===== config.mk =====
export PLATFORM = sky130hd
export DESIGN_NAME = serial_add_sched
export DESIGN_NICKNAME = d
export VERILOG_FILES = /design/src/rtl/serial_add_pkg.sv /design/src/rtl/serial_add_core.sv /design/src/rtl/serial_add_sched.sv
export SDC_FILE = /design/constraint.sdc
export NUM_CORES = 1
export LEC_CHECK = 0
export BUFFER_PORTS_ARGS = -buffer_cell sky130_fd_sc_hd__buf_2
export CORE_ASPECT_RATIO = 1.2
export CORE_UTILIZATION = 30
export CTS_BUF_LIST = sky130_fd_sc_hd__clkbuf_8
export DETAILED_ROUTE_END_ITERATION = 8
export SKIP_CTS_REPAIR_TIMING = 1
export SYNTH_ARGS = -nofsm -noshare
export SYNTH_HDL_FRONTEND = slang
export SYNTH_SLANG_ARGS = --single-unit

===== constraint.sdc =====
create_clock -name clk -period 2.2 [get_ports clk]
set_input_delay 0.44 -clock clk [delete_from_list [all_inputs] [get_ports clk]]
set_output_delay 0.44 -clock clk [all_outputs]
set_load 0.01 [all_outputs]

===== src/rtl/serial_add_pkg.sv =====
// Shared encodings for the serial-add scheduler slice.
// Pure declarations: no latency, no flow control.
// State and requester-ID constants used by the top and the bench.
package serial_add_pkg;

    typedef enum logic [1:0] {
        ST_IDLE  = 2'd0,
        ST_SHIFT = 2'd1,
        ST_DONE  = 2'd2
    } state_t;

    localparam logic REQ0 = 1'b0;
    localparam logic REQ1 = 1'b1;

endpackage


===== src/rtl/serial_add_core.sv =====
// Bit-serial adder datapath: A/B/sum shift registers plus carry flop.
// Latency: one sum bit per shift_en cycle, LSB first; full sum after WIDTH shifts.
// Backpressure: none, the sequencer alone decides when to load and shift.
module serial_add_core #(
    parameter int WIDTH = 4
) (
    input  logic             clk,
    input  logic             reset,
    input  logic             load,
    input  logic             shift_en,
    input  logic [WIDTH-1:0] a_in,
    input  logic [WIDTH-1:0] b_in,
    output logic [WIDTH-1:0] sum,
    output logic             cout
);

    logic [WIDTH-1:0] a_sh;
    logic [WIDTH-1:0] b_sh;
    logic             s_bit;
    logic             c_nxt;

    assign s_bit = a_sh[0] ^ b_sh[0] ^ cout;
    assign c_nxt = (a_sh[0] & b_sh[0]) | (a_sh[0] & cout) | (b_sh[0] & cout);

    // sum is left untouched by load so the previous result stays readable until shifting starts
    always_ff @(posedge clk) begin
        if (reset) begin
            a_sh <= '0;
            b_sh <= '0;
            sum  <= '0;
            cout <= 1'b0;
        end else if (load) begin
            a_sh <= a_in;
            b_sh <= b_in;
            cout <= 1'b0;
        end else if (shift_en) begin
            a_sh <= a_sh >> 1;
            b_sh <= b_sh >> 1;
            sum  <= {s_bit, sum[WIDTH-1:1]};
            cout <= c_nxt;
        end
    end

endmodule


===== src/rtl/serial_add_sched.sv =====
// Round-robin sequencer sharing one bit-serial adder between two requesters.
// Latency: accept in cycle T -> rsp_valid in cycle T+WIDTH+1; one op per WIDTH+2 cycles.
// Backpressure: holds the result in DONE until rsp_ready; no requester is readied outside IDLE.
module serial_add_sched
    import serial_add_pkg::*;
#(
    parameter int WIDTH = 4
) (
    input  logic             clk,
    input  logic             reset,
    input  logic             req0_valid,
    input  logic [WIDTH-1:0] req0_a,
    input  logic [WIDTH-1:0] req0_b,
    output logic             req0_ready,
    input  logic             req1_valid,
    input  logic [WIDTH-1:0] req1_a,
    input  logic [WIDTH-1:0] req1_b,
    output logic             req1_ready,
    output logic             rsp_valid,
    input  logic             rsp_ready,
    output logic             rsp_id,
    output logic [WIDTH-1:0] rsp_sum,
    output logic             rsp_cout,
    output logic             busy
);

    localparam int            CW   = $clog2(WIDTH);
    localparam logic [CW-1:0] LAST = CW'(WIDTH - 1);

    state_t           state;
    logic [CW-1:0]    count;
    logic             rr_ptr;
    logic             grant0;
    logic             grant1;
    logic             accept;
    logic             gnt_id;
    logic             in_idle;
    logic [WIDTH-1:0] ld_a;
    logic [WIDTH-1:0] ld_b;
    logic [WIDTH-1:0] core_sum;
    logic             core_cout;
    logic [WIDTH-1:0] sum_hold;
    logic             cout_hold;

    assign in_idle = (state == ST_IDLE) && !reset;
    assign grant0  = in_idle && req0_valid && (!req1_valid || (rr_ptr == REQ0));
    assign grant1  = in_idle && req1_valid && (!req0_valid || (rr_ptr == REQ1));
    assign accept  = grant0 | grant1;
    assign gnt_id  = grant1 ? REQ1 : REQ0;
    assign ld_a    = grant1 ? req1_a : req0_a;
    assign ld_b    = grant1 ? req1_b : req0_b;

    assign req0_ready = grant0;
    assign req1_ready = grant1;

    serial_add_core #(.WIDTH(WIDTH)) u_core (
        .clk      (clk),
        .reset    (reset),
        .load     (accept),
        .shift_en (state == ST_SHIFT),
        .a_in     (ld_a),
        .b_in     (ld_b),
        .sum      (core_sum),
        .cout     (core_cout)
    );

    always_ff @(posedge clk) begin
        if (reset) begin
            state     <= ST_IDLE;
            count     <= '0;
            rr_ptr    <= REQ0;
            rsp_id    <= REQ0;
            rsp_valid <= 1'b0;
            busy      <= 1'b0;
        end else begin
            case (state)
                ST_IDLE: begin
                    if (accept) begin
                        count  <= '0;
                        rsp_id <= gnt_id;
                        rr_ptr <= ~gnt_id;
                        busy   <= 1'b1;
                        state  <= ST_SHIFT;
                    end
                end
                ST_SHIFT: begin
                    if (count == LAST) begin
                        rsp_valid <= 1'b1;
                        state     <= ST_DONE;
                    end else begin
                        count <= count + CW'(1);
                    end
                end
                ST_DONE: begin
                    if (rsp_ready) begin
                        rsp_valid <= 1'b0;
                        busy      <= 1'b0;
                        state     <= ST_IDLE;
                    end
                end
                default: begin
                    rsp_valid <= 1'b0;
                    busy      <= 1'b0;
                    state     <= ST_IDLE;
                end
            endcase
        end
    end

    // The core's sum/carry churn while shifting; show the last finished result instead.
    always_ff @(posedge clk) begin
        if (reset) begin
            sum_hold  <= '0;
            cout_hold <= 1'b0;
        end else if (state != ST_SHIFT) begin
            sum_hold  <= core_sum;
            cout_hold <= core_cout;
        end
    end

    assign rsp_sum  = (state == ST_SHIFT) ? sum_hold  : core_sum;
    assign rsp_cout = (state == ST_SHIFT) ? cout_hold : core_cout;

endmodule

==> After elaboration in Yosys (flattened, before gate mapping) <==
Index checks and enable logic that the tools add are counted.
{ "word_totals": {"ff_bits": 26, "latch_bits": 0, "ram_bits": 0, "rom_bits": 0, "inputBits": 21, "word_cells": 75, "n_memories": 0} }
{ "classes": {"addsub": 1, "mul": 0, "n_div": 0, "order_cmp": 0, "n_eq_ne": 8, "shift": 0, "n_mux": 21, "bitwise_logic": 13, "n_reduce_logical": 20} }
{ "op_table": {"columns": ["cell", "n"], "rows": [
  ["$mux W4", 7],
  ["$reduce_and A3 Y1", 4],
  ["$mux W2", 5],
  ["$ne A2 B2 Y1 const B", 4],
  ["$pmux W1 S3", 2],
  ["$pmux W2 S3", 1],
  ["$logic_and A1 B1 Y1", 5],
  ["$mux W1", 5],
  ["$not A1 Y1", 5],
  ["$eq A2 B2 Y1 const B", 2],
  ["$pmux W2 S2", 1],
  ["$reduce_and A2 Y1", 2],
  ["$reduce_bool A2 Y1", 2],
  ["$and A1 B1 Y1", 3],
  ["$logic_not A1 Y1", 3],
  ["$or A1 B1 Y1", 3],
  ["$add A2 B1 Y2 const B", 1],
  ["$eq A2 B1 Y1 const B", 1],
  ["$logic_not A2 Y1", 1],
  ["$logic_or A1 B1 Y1", 2],
  ["$ne A2 B1 Y1 const B", 1],
  ["$reduce_or A2 Y1", 1],
  ["$xor A1 B1 Y1", 2]
]} }

==> Longest topological paths before layout <==
{ "depth": {"word_depth": 7, "ltp_mapped": 6, "mapped_depth_nobuf": 5} }

==> By module <==
Synthesis repeated with hierarchy kept, for this count alone.
{ "hier_totals": {"hier_cells": 117, "hier_area_um2": 1271.2} }
{ "modules_own_cells": {"columns": ["mod", "instances", "cells_per_inst", "area_each_um2", "seq_area_each_um2"], "rows": [
  ["serial_add_sched", 1, 64, 690.7, 260.2],
  ["serial_add_core", 1, 53, 580.6, 260.2]
]} }

==> Worst setup path before layout <==
Ideal clock, no wire load.
{ "synth_path": {"path_kind": "register -> output", "startpoint": "reg state[1]", "endpoint": "out rsp_sum[0]", "arrival_time_ns": 0.999, "t_required_ns": 1.760, "path_slack_ns": 0.761, "stages_incl_launch_ff": 5, "n_path_buf": 1, "cell_sequence": "dfxtp_1 > and2b_2 > buf_2 > nand2_1 > nand2_1"} }
{ "synth_between": {"elab_chain_len": 2} }
{ "synth_lines": {"columns": ["item", "line", "source"], "rows": [
  ["start: declaration", "serial_add_sched.sv:30", "state_t state;"],
  ["start signal: assignment", "serial_add_sched.sv:69", "state <= ST_IDLE;"],
  ["start signal: assignment", "serial_add_sched.sv:83", "state <= ST_SHIFT;"],
  ["start signal: assignment", "serial_add_sched.sv:89", "state <= ST_DONE;"],
  ["$eq A2 B1 Y1", "serial_add_sched.sv:121", "assign rsp_sum = (state == ST_SHIFT) ? sum_hold : core_sum;"],
  ["$mux W4", "serial_add_sched.sv:121", null],
  ["end: declaration", "serial_add_sched.sv:22", "output logic [WIDTH-1:0] rsp_sum,"]
]} }
No other way between the ends.

==> Worst setup path in the final report <==
{ "layout_path": {"startpoint": "reg state[0]", "endpoint": "out rsp_cout"} }
{ "layout_between": {"elab_chain_len": 2} }
{ "layout_lines": {"columns": ["item", "line", "source"], "rows": [
  ["$eq A2 B1 Y1", "serial_add_sched.sv:122", "assign rsp_cout = (state == ST_SHIFT) ? cout_hold : core_cout;"],
  ["$mux W1", "serial_add_sched.sv:122", null],
  ["end: declaration", "serial_add_sched.sv:23", "output logic rsp_cout,"]
]} }
No other way between the ends.

==> summary.txt <==
Run status
  – Status: complete, no violations

Route
  – WL/cell: 11.5 um
  – Vias per cell: between 4 and 5
  – Initial DRC count: 23
  – Residual DRC count: 0
  – Total wire length: 2.43 mm
  – DR pass1 iterations: 4
  – Post-route ant nets: 0
  – DR vias: slightly above 1,000

Clock network
  – Clk sinks: 26
  – Clock H-tree levels: 1
  – Clk buf depth: 2
  – Root Driver: clkbuf_8
  – CTS tree: done
  – Clk Latency, worst-skew pair: 260 ps
  – Cts bufs inserted: 3
  – Clock transition at path regs: around 80 ps

Hold path
  – Min-delay src: req0_a[3]
  – WHS Endpoint: u_core.a_sh[3]
  – WHS Path Cells: 3
  – Hold crit path type: in -> reg

Worst setup path
  – Reg2reg end: u_core.b_sh[3]
  – Setup crit end kind: output port
  – Crit Reg-Reg Startpoint: state[0]
  – Startpoint Class: flip-flop
  – Worst Path Arrival: 1480 ps
  – Reg-to-reg slack, setup: between 700 and 800 ps
  – R2r worst-path depth: 4
  – Worst Path Max Fanout: 10
  – Data required time of the critical path: 1760 ps
  – Critical path class: reg -> out

Synthesis
  – Average size of a mapped cell: between 9 and 10 um^2
  – Largest area contributor in the netlist: dfxtp_1
  – Sequential fraction of the synthesis area: 0.433
  – Netlist Area Pre-Place: 1200 um^2
  – Synth Instances: roughly 130
  – Post-synthesis register bit count: 26
  – Synth unique cells: 32
  – Prevailing post-synth register cell: dfxtp_1
  – Synth top area share: 0.433
  – Top cells by area, synth: dfxtp_1 43%, nand2_1 9.1%, a21oi_1 7.1%, mux2i_1 5.0%, o221ai_1 4.4%
  – Async S/R FF share, synth: 0
  – EDFF count, synth: 0
  – Synthesis warning total: 0
  – Post-Syn Nets: 154

Timing
  – Final setup vio count: 0
  – Minimum clock period: 1920 ps
  – Tcrit/Tclk final: 0.872
  – RSZ-0062 raised after global routing: false
  – Worst hold slack: 442 ps
  – Post-Route Setup TNS: 0 ps
  – Final hold violations: 0
  – Slew @ Worst Pin: 578 ps
  – Slew Viols, Final: 0
  – Peak Freq: 521 MHz
  – Skew final: 2.84 ps
  – Rel. slew slack: 0.615

Power
  – Leak: between 0.6 and 0.7 nW
  – VDD IR max: 0.302 mV
  – Cell area power density: 633 nW/um^2

Die
  – I/O pin count: 31
  – # rows: 24
  – Initial core utilization: 0.323
  – Die Y: 71.4 um
  – Die ar.: 4270 um^2
  – Core Region: 3720 um^2
  – Die X: 59.8 um

Place
  – RePlAce Congestion: 0.785
  – Port-buffer cells: 30
  – DP Wirelength: 1.85 mm

Cells and area
  – ANT cells: 0
  – Proportion of layout cells with a drive suffix above 1: 0.302
  – Layout Nets: 184
  – Area growth syn-to-layout: 17.9%
  – Fillers: about 420

Global route
  – First-pass GRT wire length: 4.20 mm
  – Largest net degree at the start of global routing: 23
  – Vias in the first global route: between 900 and 1,000
  – Initial antenna violation count: 0
  – Overall routing resource usage: 0.128
  – GRT overflow: 0

Flow run
  – # Max-Cap Violations: 0
## power by group
part           internal [W]  leakage, nW  switching [W]
sequential         0.000494        0.212      0.0000172
combinational     0.0000560        0.391      0.0000701
clock              0.000122       0.0216       0.000137
total              0.000673        0.625       0.000225
## stage by stage
step	cell area (um^2)	utilization	worst slack [ps]	cells	total power (W)
after CTS	1420	0.381	272	211	0.000908
after detailed placement	1380	0.370	575	208	0.000649
after floorplan	1200	-	761	131	0.000611
final	1420	0.381	281	211	0.000897
after global routing	1420	0.381	180	211	0.000942
after global placement	1380	0.370	611	208	0.000645
## sequential cells by signal (all words and copies together) (netlist names)
signal,count
rsp_valid,1
cout_hold,1
rr_ptr,1
state,2
busy,1
u_core.b_sh,4
count,2
u_core.a_sh,4
u_core.sum,4
u_core.cout,1
rsp_id,1
sum_hold,4
## area by class of cell
class                      instances  area [um^2]  share of cell area
multi-input combinational         92          607               0.428
inverter                           7         26.3              0.0185
tap                               52         65.1              0.0459
timing repair buffer              31          158               0.111
sequential                        26          520               0.367
clock buffer                       3         41.3              0.0291
## synthesized netlist by cell type, types with 2 or more instances
cell type   n
buf_2       3
mux2i_1     6
nand3b_1    2
nor3b_1     2
buf_6       3
o221ai_1    6
and2_4      2
a21oi_1    17
nand2_1    29
a221oi_2    2
inv_1       7
nor2_1      6
dfxtp_1    26
nor3_1      2
## per-layer routing
metal | share of wire | vias to the layer above | track usage
li1 | - | 514 | -
met1 | 0.47 | 459 | 0.164
met2 | 0.47 | 33 | 0.209
met3 | 0.045 | 2 | 0.0271
met4 | 0.014 | 0 | 0.0465
met5 | 0 | - | 0
## layout by cell type, fill, tap and decap left out, drive strengths merged
cell | netlist | final
a2111oi | 1 | 1
nand3b | 2 | 2
o21bai | 1 | 1
clkbuf | 0 | 3
and3 | 1 | 1
o21ai | 3 | 3
nor3 | 3 | 3
ha | 1 | 1
nor3b | 2 | 2
nor2b | 1 | 1
fa | 1 | 1
dfxtp | 26 | 26
o221ai | 6 | 6
nand2 | 29 | 29
and2 | 2 | 2
nor2 | 7 | 7
buf | 6 | 31
nor4 | 1 | 1
or3 | 1 | 1
and2b | 1 | 1
inv | 7 | 7
a221oi | 2 | 2
or2 | 1 | 1
nand2b | 1 | 1
mux2i | 6 | 6
a21o | 1 | 1
o21a | 1 | 1
a21oi | 17 | 17
## logic make-up after synthesis
kind of cell    synth area share
compound gates             0.191
flops                      0.433
buf+inv                   0.0624
mux                       0.0499
simple gates               0.236
fa+ha+maj                 0.0271
## critical path: stages (launching register included)
cell	delay [ps]
dfxtp_1	550
nand2b_4	150
and2_4	190
a21o_2	190
buf_2	130
## how the worst max path moves through the flow
stage	end	from
floorplan	rsp_sum[0]	state[1]
global placement	rsp_cout	state[0]
detailed placement	rsp_cout	state[0]
CTS	rsp_cout	state[0]
global route	rsp_sum[3]	state[0]
finish	rsp_cout	state[0]
Note: power is estimated with default switching activity, not from simulation.
